--- src/rtl/irrigacao_pkg.sv ---
// Shared constants for the irrigation controller: state encodings, default
// thresholds, tank level landmarks and the state-to-output map.
package irrigacao_pkg;

   // State encodings, also exported on the estado port.
   localparam logic [2:0] ST_ENCHER  = 3'd0;
   localparam logic [2:0] ST_PRONTO  = 3'd1;
   localparam logic [2:0] ST_LIBERAR = 3'd2;
   localparam logic [2:0] ST_IRRIGAR = 3'd3;
   localparam logic [2:0] ST_PAUSA   = 3'd4;
   localparam logic [2:0] ST_FALHA   = 3'd5;

   // Default thresholds and time limits.
   localparam int unsigned LIMIAR_SECO_PAD  = 3;
   localparam int unsigned LIMIAR_UMIDO_PAD = 6;
   localparam int unsigned FILTRO_PAD       = 4;
   localparam int unsigned ACK_MAX_PAD      = 4;
   localparam int unsigned TEMPO_MAX_PAD    = 40;
   localparam int unsigned PAUSA_PAD        = 8;

   // Tank level landmarks as reported by the tank block.
   localparam logic [2:0] NIVEL_CHEIO = 3'd7;
   localparam logic [2:0] NIVEL_VAZIO = 3'd0;

   typedef struct packed {
      logic start_fill;
      logic valvula;
      logic falha;
   } saidas_t;

   // Output values associated with a state; illegal encodings map to the
   // reset values so a corrupted state never opens the valve.
   function automatic saidas_t saidas_de(input logic [2:0] st);
      saidas_t s;
      s.start_fill = 1'b1;
      s.valvula    = 1'b0;
      s.falha      = 1'b0;
      case (st)
         ST_LIBERAR: begin
            s.start_fill = 1'b0;
         end
         ST_IRRIGAR: begin
            s.start_fill = 1'b0;
            s.valvula    = 1'b1;
         end
         ST_FALHA: begin
            s.falha = 1'b1;
         end
         default: begin
         end
      endcase
      return s;
   endfunction

endpackage

--- src/rtl/controle_irrigacao_filtro.sv ---
// Dry-soil debounce: counts consecutive dry samples while enabled and
// flags the sample on which the count reaches FILTRO.
module filtro_umidade
   import irrigacao_pkg::*;
#(
   parameter int unsigned FILTRO = FILTRO_PAD
) (
   input  logic       Ctrl_clk,
   input  logic       reset,
   input  logic       habilita,
   input  logic [2:0] umidade,
   input  logic [2:0] limiar,
   output logic       seco_confirmado
);

   localparam logic [3:0] ALVO = 4'(FILTRO);

   logic [3:0] cnt_q, cnt_d;
   logic       seco;

   assign seco = (umidade <= limiar);

   // Count up on dry samples, saturate at the target, clear on wet or disable.
   always_comb begin
      cnt_d = cnt_q;
      if (!habilita || !seco) begin
         cnt_d = 4'd0;
      end else if (cnt_q != ALVO) begin
         cnt_d = cnt_q + 4'd1;
      end
   end

   // Confirmation is taken from the count being loaded so the FSM can leave
   // on the same edge that sees the last dry sample.
   assign seco_confirmado = (cnt_d == ALVO);

   // Counter register.
   always_ff @(posedge Ctrl_clk) begin
      if (reset) begin
         cnt_q <= 4'd0;
      end else begin
         cnt_q <= cnt_d;
      end
   end

endmodule

--- src/rtl/controle_irrigacao.sv ---
// Irrigation controller: requests tank refills, releases water once the soil
// is confirmed dry, opens the field valve while the tank drains and recovers
// through a cooldown. A missing drain acknowledge or an unexpected drain stop
// latches a fault until reset.
//
// state   | meaning
// --------+-----------------------------------------------------------
// ENCHER  | tank refilling, start_fill held high, wait for full tank
// PRONTO  | tank full, debounce dry soil readings
// LIBERAR | start_fill dropped, wait for Esvaziar acknowledge
// IRRIGAR | valve open while tank drains, bounded by TEMPO_MAX
// PAUSA   | cooldown before asking for the next refill
// FALHA   | sticky fault, left only through reset
module controle_irrigacao
   import irrigacao_pkg::*;
#(
   parameter int unsigned LIMIAR_SECO  = LIMIAR_SECO_PAD,
   parameter int unsigned LIMIAR_UMIDO = LIMIAR_UMIDO_PAD,
   parameter int unsigned FILTRO       = FILTRO_PAD,
   parameter int unsigned ACK_MAX      = ACK_MAX_PAD,
   parameter int unsigned TEMPO_MAX    = TEMPO_MAX_PAD,
   parameter int unsigned PAUSA        = PAUSA_PAD
) (
   input  logic       Ctrl_clk,
   input  logic       reset,
   input  logic [2:0] umidade,
   input  logic [2:0] nivel,
   input  logic       Esvaziar,
   output logic       start_fill,
   output logic       valvula,
   output logic       falha,
   output logic [2:0] estado
);

   // Terminal counts: each counter starts at 0 on state entry, so the event
   // fires on the sample where the counter holds LIMIT-1.
   localparam logic [2:0] SECO_L    = 3'(LIMIAR_SECO);
   localparam logic [2:0] UMIDO_L   = 3'(LIMIAR_UMIDO);
   localparam logic [3:0] ACK_FIM   = 4'(ACK_MAX - 1);
   localparam logic [7:0] TEMPO_FIM = 8'(TEMPO_MAX - 1);
   localparam logic [7:0] PAUSA_FIM = 8'(PAUSA - 1);

   logic [2:0] state_q, state_d;
   logic [3:0] ack_q, ack_d;
   logic [7:0] timer_q, timer_d;
   logic [7:0] pausa_q, pausa_d;
   logic       start_fill_q, start_fill_d;
   logic       valvula_q, valvula_d;
   logic       falha_q, falha_d;

   logic       seco_confirmado;
   logic       fim_irrigacao;
   saidas_t    saidas_d;

   filtro_umidade #(
      .FILTRO (FILTRO)
   ) u_filtro (
      .Ctrl_clk        (Ctrl_clk),
      .reset           (reset),
      .habilita        (state_q == ST_PRONTO),
      .umidade         (umidade),
      .limiar          (SECO_L),
      .seco_confirmado (seco_confirmado)
   );

   // Any of these ends irrigation normally; they outrank a drain stop, since
   // the tank block drops Esvaziar on its own once it reaches empty.
   assign fim_irrigacao = (umidade >= UMIDO_L)
                        || (nivel == NIVEL_VAZIO)
                        || (timer_q == TEMPO_FIM);

   // Next-state and timer logic; all timers restart whenever the state changes.
   always_comb begin
      state_d = state_q;
      ack_d   = ack_q;
      timer_d = timer_q;
      pausa_d = pausa_q;

      case (state_q)
         ST_ENCHER: begin
            if (nivel == NIVEL_CHEIO && !Esvaziar) begin
               state_d = ST_PRONTO;
            end
         end
         ST_PRONTO: begin
            if (seco_confirmado) begin
               state_d = ST_LIBERAR;
            end
         end
         ST_LIBERAR: begin
            if (Esvaziar) begin
               state_d = ST_IRRIGAR;
            end else if (ack_q == ACK_FIM) begin
               state_d = ST_FALHA;
            end else begin
               ack_d = ack_q + 4'd1;
            end
         end
         ST_IRRIGAR: begin
            if (fim_irrigacao) begin
               state_d = ST_PAUSA;
            end else if (!Esvaziar) begin
               state_d = ST_FALHA;
            end else begin
               timer_d = timer_q + 8'd1;
            end
         end
         ST_PAUSA: begin
            if (pausa_q == PAUSA_FIM) begin
               state_d = ST_ENCHER;
            end else begin
               pausa_d = pausa_q + 8'd1;
            end
         end
         ST_FALHA: begin
            state_d = ST_FALHA;
         end
         default: begin
            state_d = ST_ENCHER;
         end
      endcase

      if (state_d != state_q) begin
         ack_d   = 4'd0;
         timer_d = 8'd0;
         pausa_d = 8'd0;
      end
   end

   // Outputs follow the state being entered so they switch on the same edge.
   always_comb begin
      saidas_d     = saidas_de(state_d);
      start_fill_d = saidas_d.start_fill;
      valvula_d    = saidas_d.valvula;
      falha_d      = saidas_d.falha;
   end

   // State, timer and output registers.
   always_ff @(posedge Ctrl_clk) begin
      if (reset) begin
         state_q      <= ST_ENCHER;
         ack_q        <= 4'd0;
         timer_q      <= 8'd0;
         pausa_q      <= 8'd0;
         start_fill_q <= 1'b1;
         valvula_q    <= 1'b0;
         falha_q      <= 1'b0;
      end else begin
         state_q      <= state_d;
         ack_q        <= ack_d;
         timer_q      <= timer_d;
         pausa_q      <= pausa_d;
         start_fill_q <= start_fill_d;
         valvula_q    <= valvula_d;
         falha_q      <= falha_d;
      end
   end

   assign start_fill = start_fill_q;
   assign valvula    = valvula_q;
   assign falha      = falha_q;
   assign estado     = state_q;

endmodule

--- config.mk ---
export PLATFORM = sky130hd
export DESIGN_NAME = controle_irrigacao
export DESIGN_NICKNAME = d
export VERILOG_FILES = /design/src/rtl/irrigacao_pkg.sv /design/src/rtl/controle_irrigacao_filtro.sv /design/src/rtl/controle_irrigacao.sv
export SDC_FILE = /design/constraint.sdc
export NUM_CORES = 1
export LEC_CHECK = 0
export BUFFER_PORTS_ARGS = -buffer_cell sky130_fd_sc_hd__buf_2
export CAP_MARGIN = 0
export CORE_ASPECT_RATIO = 0.7
export CORE_MARGIN = 2
export CORE_UTILIZATION = 33
export CTS_BUF_LIST = sky130_fd_sc_hd__clkbuf_4
export DETAILED_ROUTE_END_ITERATION = 6
export GPL_ROUTABILITY_DRIVEN = 0
export SETUP_SLACK_MARGIN = 0.15
export SYNTH_ARGS = -nofsm -noshare
export SYNTH_HDL_FRONTEND = slang
export SYNTH_SLANG_ARGS = --single-unit
--- constraint.sdc ---
create_clock -name Ctrl_clk -period 3.05 [get_ports Ctrl_clk]
set_input_delay 0.61 -clock Ctrl_clk [delete_from_list [all_inputs] [get_ports Ctrl_clk]]
set_output_delay 0.61 -clock Ctrl_clk [all_outputs]
set_load 0.005 [all_outputs]
Word level (Yosys, flattened, before mapping)
Cells that the tools add are included. W data, S select, Z words.

Bits in registers: 30.

Order comparisons: 2. Mux-type cells: 13. Reduce and logical (&&, ||, !) cells: 14. Equal/unequal tests: 15. Add/sub/neg operators: 4. Bitwise gates (word level): 4.

Operator list (number): $mux W3 (7); $pmux W3 S6 (1); $add A8 B1 Y8 const B (2); $eq A3 B2 Y1 const B (4); $eq A3 B3 Y1 const B (4); $add A4 B1 Y4 const B (2); $eq A8 B3 Y1 const B (1); $eq A8 B6 Y1 const B (1); $mux W4 (2); $logic_not A3 Y1 (2); $reduce_and A3 Y1 (2); $eq A4 B2 Y1 const B (1); $eq A4 B3 Y1 const B (1); $ne A4 B3 Y1 const B (1); $not A1 Y1 (4); $reduce_or A2 Y1 (2); $eq A3 B1 Y1 const B (1); $ge A3 B3 Y1 const B (1); $le A3 B2 Y1 const B (1); $logic_not A1 Y1 (3); $logic_or A1 B1 Y1 (3); $mux W1 (3); $ne A3 B3 Y1 (1); $reduce_and A2 Y1 (1); $logic_and A1 B1 Y1 (1).

Depth between registers and ports, before layout
Depth after elaboration: 10. Depth in mapped cells: 8. Gate-level depth less buffers: 7.

Hierarchy
A second synthesis with hierarchy kept.

Cells, all modules: 193. Area, all modules: 1647.8 µm².

Modules (own cells, without submodules): controle_irrigacao (cells an instance 153, area an instance 1312.5 µm², instances 1); filtro_umidade (cells an instance 40, area an instance 335.3 µm², instances 1).

Worst setup path before layout
No wires, ideal clock.

Path type: register -> register. Start: register u_filtro.cnt_q[0]. End: register timer_q[6]. Data required time: 2.925 ns. Arrival: 1.882 ns. Period minus slack after synthesis: 2.007 ns. Cell stages (with the launch flop): 9. Slack: 1.043 ns. Path through: dfxtp_1 -> inv_1 -> ha_1 -> or4bb_1 -> o311a_1 -> nor4_4 -> a2111o_1 -> buf_6 -> a21oi_1.

Word-level cells in the longest chain between the ends: 8. Elaborated cells on any way between the ends: 9. Classes of those cells: 1 x add/sub; 3 x eq/ne; 4 x mux; 1 x reduce/logical.

Ends and longest elaborated chain: from (decl) (RTL line controle_irrigacao_filtro.sv:18) `logic [3:0] cnt_q, cnt_d;`; from (signal assigned) (RTL line controle_irrigacao_filtro.sv:42) `cnt_q <= cnt_d;`; $add A4 B1 Y4 or $ne A4 B3 Y1 (tied branches) (RTL line controle_irrigacao_filtro.sv:29, controle_irrigacao_filtro.sv:28); $mux W4 * (RTL line controle_irrigacao_filtro.sv:28) `end else if (cnt_q != ALVO) begin`; $mux W4 * (RTL line controle_irrigacao_filtro.sv:26) `if (!habilita || !seco) begin`; $eq A4 B3 Y1 * (RTL line controle_irrigacao_filtro.sv:35) `assign seco_confirmado = (cnt_d == ALVO);`; $mux W3 * (RTL line controle_irrigacao.sv:86) `if (seco_confirmado) begin`; $pmux W3 S6 * (RTL line controle_irrigacao.sv:79) `case (state_q)`; $ne A3 B3 Y1 * (RTL line controle_irrigacao.sv:123) `if (state_d != state_q) begin`; $reduce_or A2 Y1 (no line) *; to (signal assigned) (RTL line controle_irrigacao.sv:151) `timer_q <= timer_d;`; to (decl) (RTL line controle_irrigacao.sv:45) `logic [7:0] timer_q, timer_d;`.

Mark *: on every way between the ends. The rest lies on a longest branch, timed or not. A chain may end at the register's enable or synchronous reset.

Final worst setup path
Start: register u_filtro.cnt_q[0]. End: register ack_q[2].

Word-level cells in the longest chain between the ends: 8. Elaborated cells on any way between the ends: 9. Classes of those cells: 1 x add/sub; 3 x eq/ne; 4 x mux; 1 x reduce/logical.

Ends and longest elaborated chain: $add A4 B1 Y4 or $ne A4 B3 Y1 (tied branches) (RTL line controle_irrigacao_filtro.sv:29, controle_irrigacao_filtro.sv:28); $mux W4 * (RTL line controle_irrigacao_filtro.sv:28); $mux W4 * (RTL line controle_irrigacao_filtro.sv:26); $eq A4 B3 Y1 * (RTL line controle_irrigacao_filtro.sv:35); $mux W3 * (RTL line controle_irrigacao.sv:86); $pmux W3 S6 * (RTL line controle_irrigacao.sv:79); $ne A3 B3 Y1 * (RTL line controle_irrigacao.sv:123); $reduce_or A2 Y1 (no line) *; to (signal assigned) (RTL line controle_irrigacao.sv:150) `ack_q <= ack_d;`; to (decl) (RTL line controle_irrigacao.sv:44) `logic [3:0] ack_q, ack_d;`.

Marked as above.

==> results.sh <==
export IMPL_ant_nets=0
export IMPL_coreArea_sq_mm=0.00440
export IMPL_final_max_slew_viol_count=0
export IMPL_route_detailed_drc=0
export IMPL_critPathRequiredTime_ns=3.28
export IMPL_cts_setup_buffers=0
export IMPL_cp_max_fo=20
export IMPL_yosys_area_share_simple=0.293
export IMPL_synth_adder_area_share=0.0406
export IMPL_yosys_most_used_dff="dfxtp_1"
export IMPL_fill_cells=469
export IMPL_port_buffers=13
export IMPL_dp_slack_ns=0.770
export IMPL_worst_clock_skew_ns=0.00603
export IMPL_syn_cell_area_sq_mm=0.00154
export IMPL_synth_top_area_cell="dfxtp_1"
export IMPL_power_density_mw_per_mm2=430
export IMPL_path_cells="inv_1 > ha_1 > or4bb_1 > o311a_1 > nor4_4 > a2111o_1 > buf_4 > nor2_1"
export IMPL_cts_sinks=30
export IMPL_dpl_instance_area_sq_mm=0.00163
export IMPL_hold_viol=0
export IMPL_via_count=1214
export IMPL_drive_gt1_frac=0.177
export IMPL_io_pins=15
export IMPL_yosys_top_cells_area="dfxtp_1, xor2_1, nor2_1"
export IMPL_top_layer_used="met4"
export IMPL_area_growth_pct=11.0
export IMPL_first_global_vias=1074
export IMPL_crit_path_top_delay_cell="or4bb_1"
export IMPL_synth_most_common_cell="dfxtp_1"
export IMPL_syn_inst=170
export IMPL_worst_pin_slew_ns=0.497
export IMPL_drv_cap=0
export IMPL_critical_path_top_delay_family="simple AND/OR/NAND/NOR gates"
export IMPL_setup_ws_ns=0.781
export IMPL_synth_compound_area_frac=0.127
export IMPL_clk_latency_ns=0.33
export IMPL_routed_wl_um=2850
export IMPL_min_period_over_period=0.744
export IMPL_synth_nets=184
export IMPL_synthMuxAreaShare=0.0130
export IMPL_postCtsHoldBufs=0
export IMPL_setup_viol=0
export IMPL_gr_total_overflow=0
export IMPL_tns_ns=0
export IMPL_final_area_sq_mm=0.00171
export IMPL_antennaDiodeCount=0
export IMPL_arrival_ns=2.50
export IMPL_p_leak_nw=0.637
export IMPL_seq_area_frac_synth=0.390
export IMPL_critPathKind="reg -> reg"
export IMPL_multi_input_area_sq_um=862
export IMPL_max_stage_delay_ns=0.51
export IMPL_critPathBufInv=2
export IMPL_cts_resized=0
export IMPL_vdd_ir_drop_max_mv=0.172
export IMPL_synthArstFlopShare=0
export IMPL_start_kind="flip-flop"
export IMPL_hold_path_startpoint="reset"
export IMPL_met3WireLength_um=114
export IMPL_cts_tree="done"
export IMPL_root_buffer="clkbuf_4"
export IMPL_drtPass1Iterations=4
export IMPL_synth_edf_count=0
export IMPL_yosys_register_bits=30
export IMPL_r2r_cells=8
export IMPL_via_per_inst=5.04
export IMPL_die_w_um=85.7
export IMPL_fmax_mhz=441
export IMPL_regArea_sq_um=601
export IMPL_synth_commonest_cells="dfxtp_1, nor2_1, xor2_1, nand2_1, a21oi_1"
export IMPL_cts_buffers=5
export IMPL_yosysTopAreaCellShare=0.390
export IMPL_rr_endpoint="ack_q[2]"
export IMPL_status="finished clean"
export IMPL_hold_path_class="in -> reg"
export IMPL_antenna_found_initial=0
export IMPL_dr_wl_met2_um=1100
export IMPL_r2r_start="u_filtro.cnt_q[0]"
export IMPL_period_minus_slack_ns=2.27
export IMPL_rows=20
export IMPL_synth_top_family_by_area="simple AND/OR/NAND/NOR gates"
export IMPL_grt_pass1_wl_um=4920
export IMPL_drt_iter0_drc=73
export IMPL_dieArea_sq_mm=0.00524
export IMPL_grt_max_degree=21
export IMPL_postLayoutCoreUtil=0.389
export IMPL_grt_util_all_layers=0.121
export IMPL_die_h_um=61.2
export IMPL_avgSynthCellArea_sq_um=9.07
export IMPL_r2r_slack_ns=0.78
export IMPL_max_slew_margin=0.668
export IMPL_clock_path_buffers=2
export IMPL_wl_met1_um=1600
export IMPL_final_nets=199
export IMPL_floorplan_initialDensity=0.350
export IMPL_clkTransAtPathRegs_ns=0.10
export IMPL_synth_xor_area_share=0.0852
export IMPL_endpoint_kind="flip-flop"
export IMPL_rsz0062_at_grt="no"
export IMPL_h_tree_depth=2
export IMPL_hpwl_um=2100
export IMPL_worstHoldEndpoint="estado[0]"
export IMPL_holdPathStages=2
export IMPL_yosys_warnings=0
export IMPL_routedWlPerCell_um=11.8
export IMPL_yosys_cell_types_count=45
-- through the flow --
step | hold slack [ns] | total power, mW | cells
6_report | 0.490 | 0.735 | 241
5_1_grt | 0.491 | 0.766 | 241
4_1_cts | 0.484 | 0.747 | 241
3_5_place_dp | 0.492 | 0.432 | 233
3_3_place_gp | 0.468 | 0.432 | 233
2_1_floorplan | 0.451 | 0.425 | 170
-- final cells by class --
type | count | share of cell area
clock buffers | 5 | 0.0219
flip-flops and latches | 30 | 0.351
repair buffers | 14 | 0.0424
inverters | 8 | 0.0175
well taps | 55 | 0.0402
multi-input cells | 126 | 0.504
clock inverters | 3 | 0.0234
-- report_power, final --
group,leakage [nW],switching [mW],total [mW],internal (mW)
logic,0.350,0.0184,0.0288,0.0104
clock network,0.0450,0.144,0.313,0.170
registers,0.242,0.00139,0.393,0.392
-- worst max-delay path by stage --
stage,to,depth (start not counted),slack [ns],startpoint
global route,ack_q[2],8,0.61,u_filtro.cnt_q[0]
global placement,timer_q[4],8,0.80,u_filtro.cnt_q[0]
finish,ack_q[2],8,0.78,u_filtro.cnt_q[0]
floorplan,timer_q[6],8,1.04,u_filtro.cnt_q[0]
detailed placement,ack_q[2],8,0.77,u_filtro.cnt_q[0]
CTS,timer_q[4],8,0.77,u_filtro.cnt_q[0]
-- layer usage --
layer | track usage | up-vias
met5 | 0 | -
met4 | 0.0499 | 0
met3 | 0.0469 | 6
met2 | 0.163 | 13
met1 | 0.173 | 558
li1 | - | 637
-- logic make-up after synthesis --
logic type                 after synthesis
muxes                                    2
adders and majority gates                5
and+or+nand+nor                         77
AOI/OAI and AO/OA                       27
DFF                                     30
buffers and inverters                   14
xor gates and xnor gates                15
-- flip-flops by register name (all words and copies together) (netlist names) --
name / flops
timer_q: 8
pausa_q: 8
valvula: 1
estado: 3
u_filtro.cnt_q: 4
ack_q: 4
start_fill: 1
falha: 1
-- cells in the final DEF, fill, tap and decap left out, types with 2 or more instances in the layout --
cell       n
dfxtp_1   30
nor2_1    24
buf_2     13
xor2_1    11
nand2_1    9
a21oi_1    8
inv_1      7
nand3_1    7
nand4_1    6
and3_1     5
ha_1       5
clkbuf_4   5
o21ai_0    4
xnor2_1    4
o311a_1    3
nor3b_1    3
or3_1      2
nand3_2    2
nor3_1     2
a311oi_1   2
o21a_1     2
nor2b_1    2
or2_2      2
or4_1      2
mux2i_1    2
clkinv_2   2
Note: power is estimated with default switching activity, not from simulation.
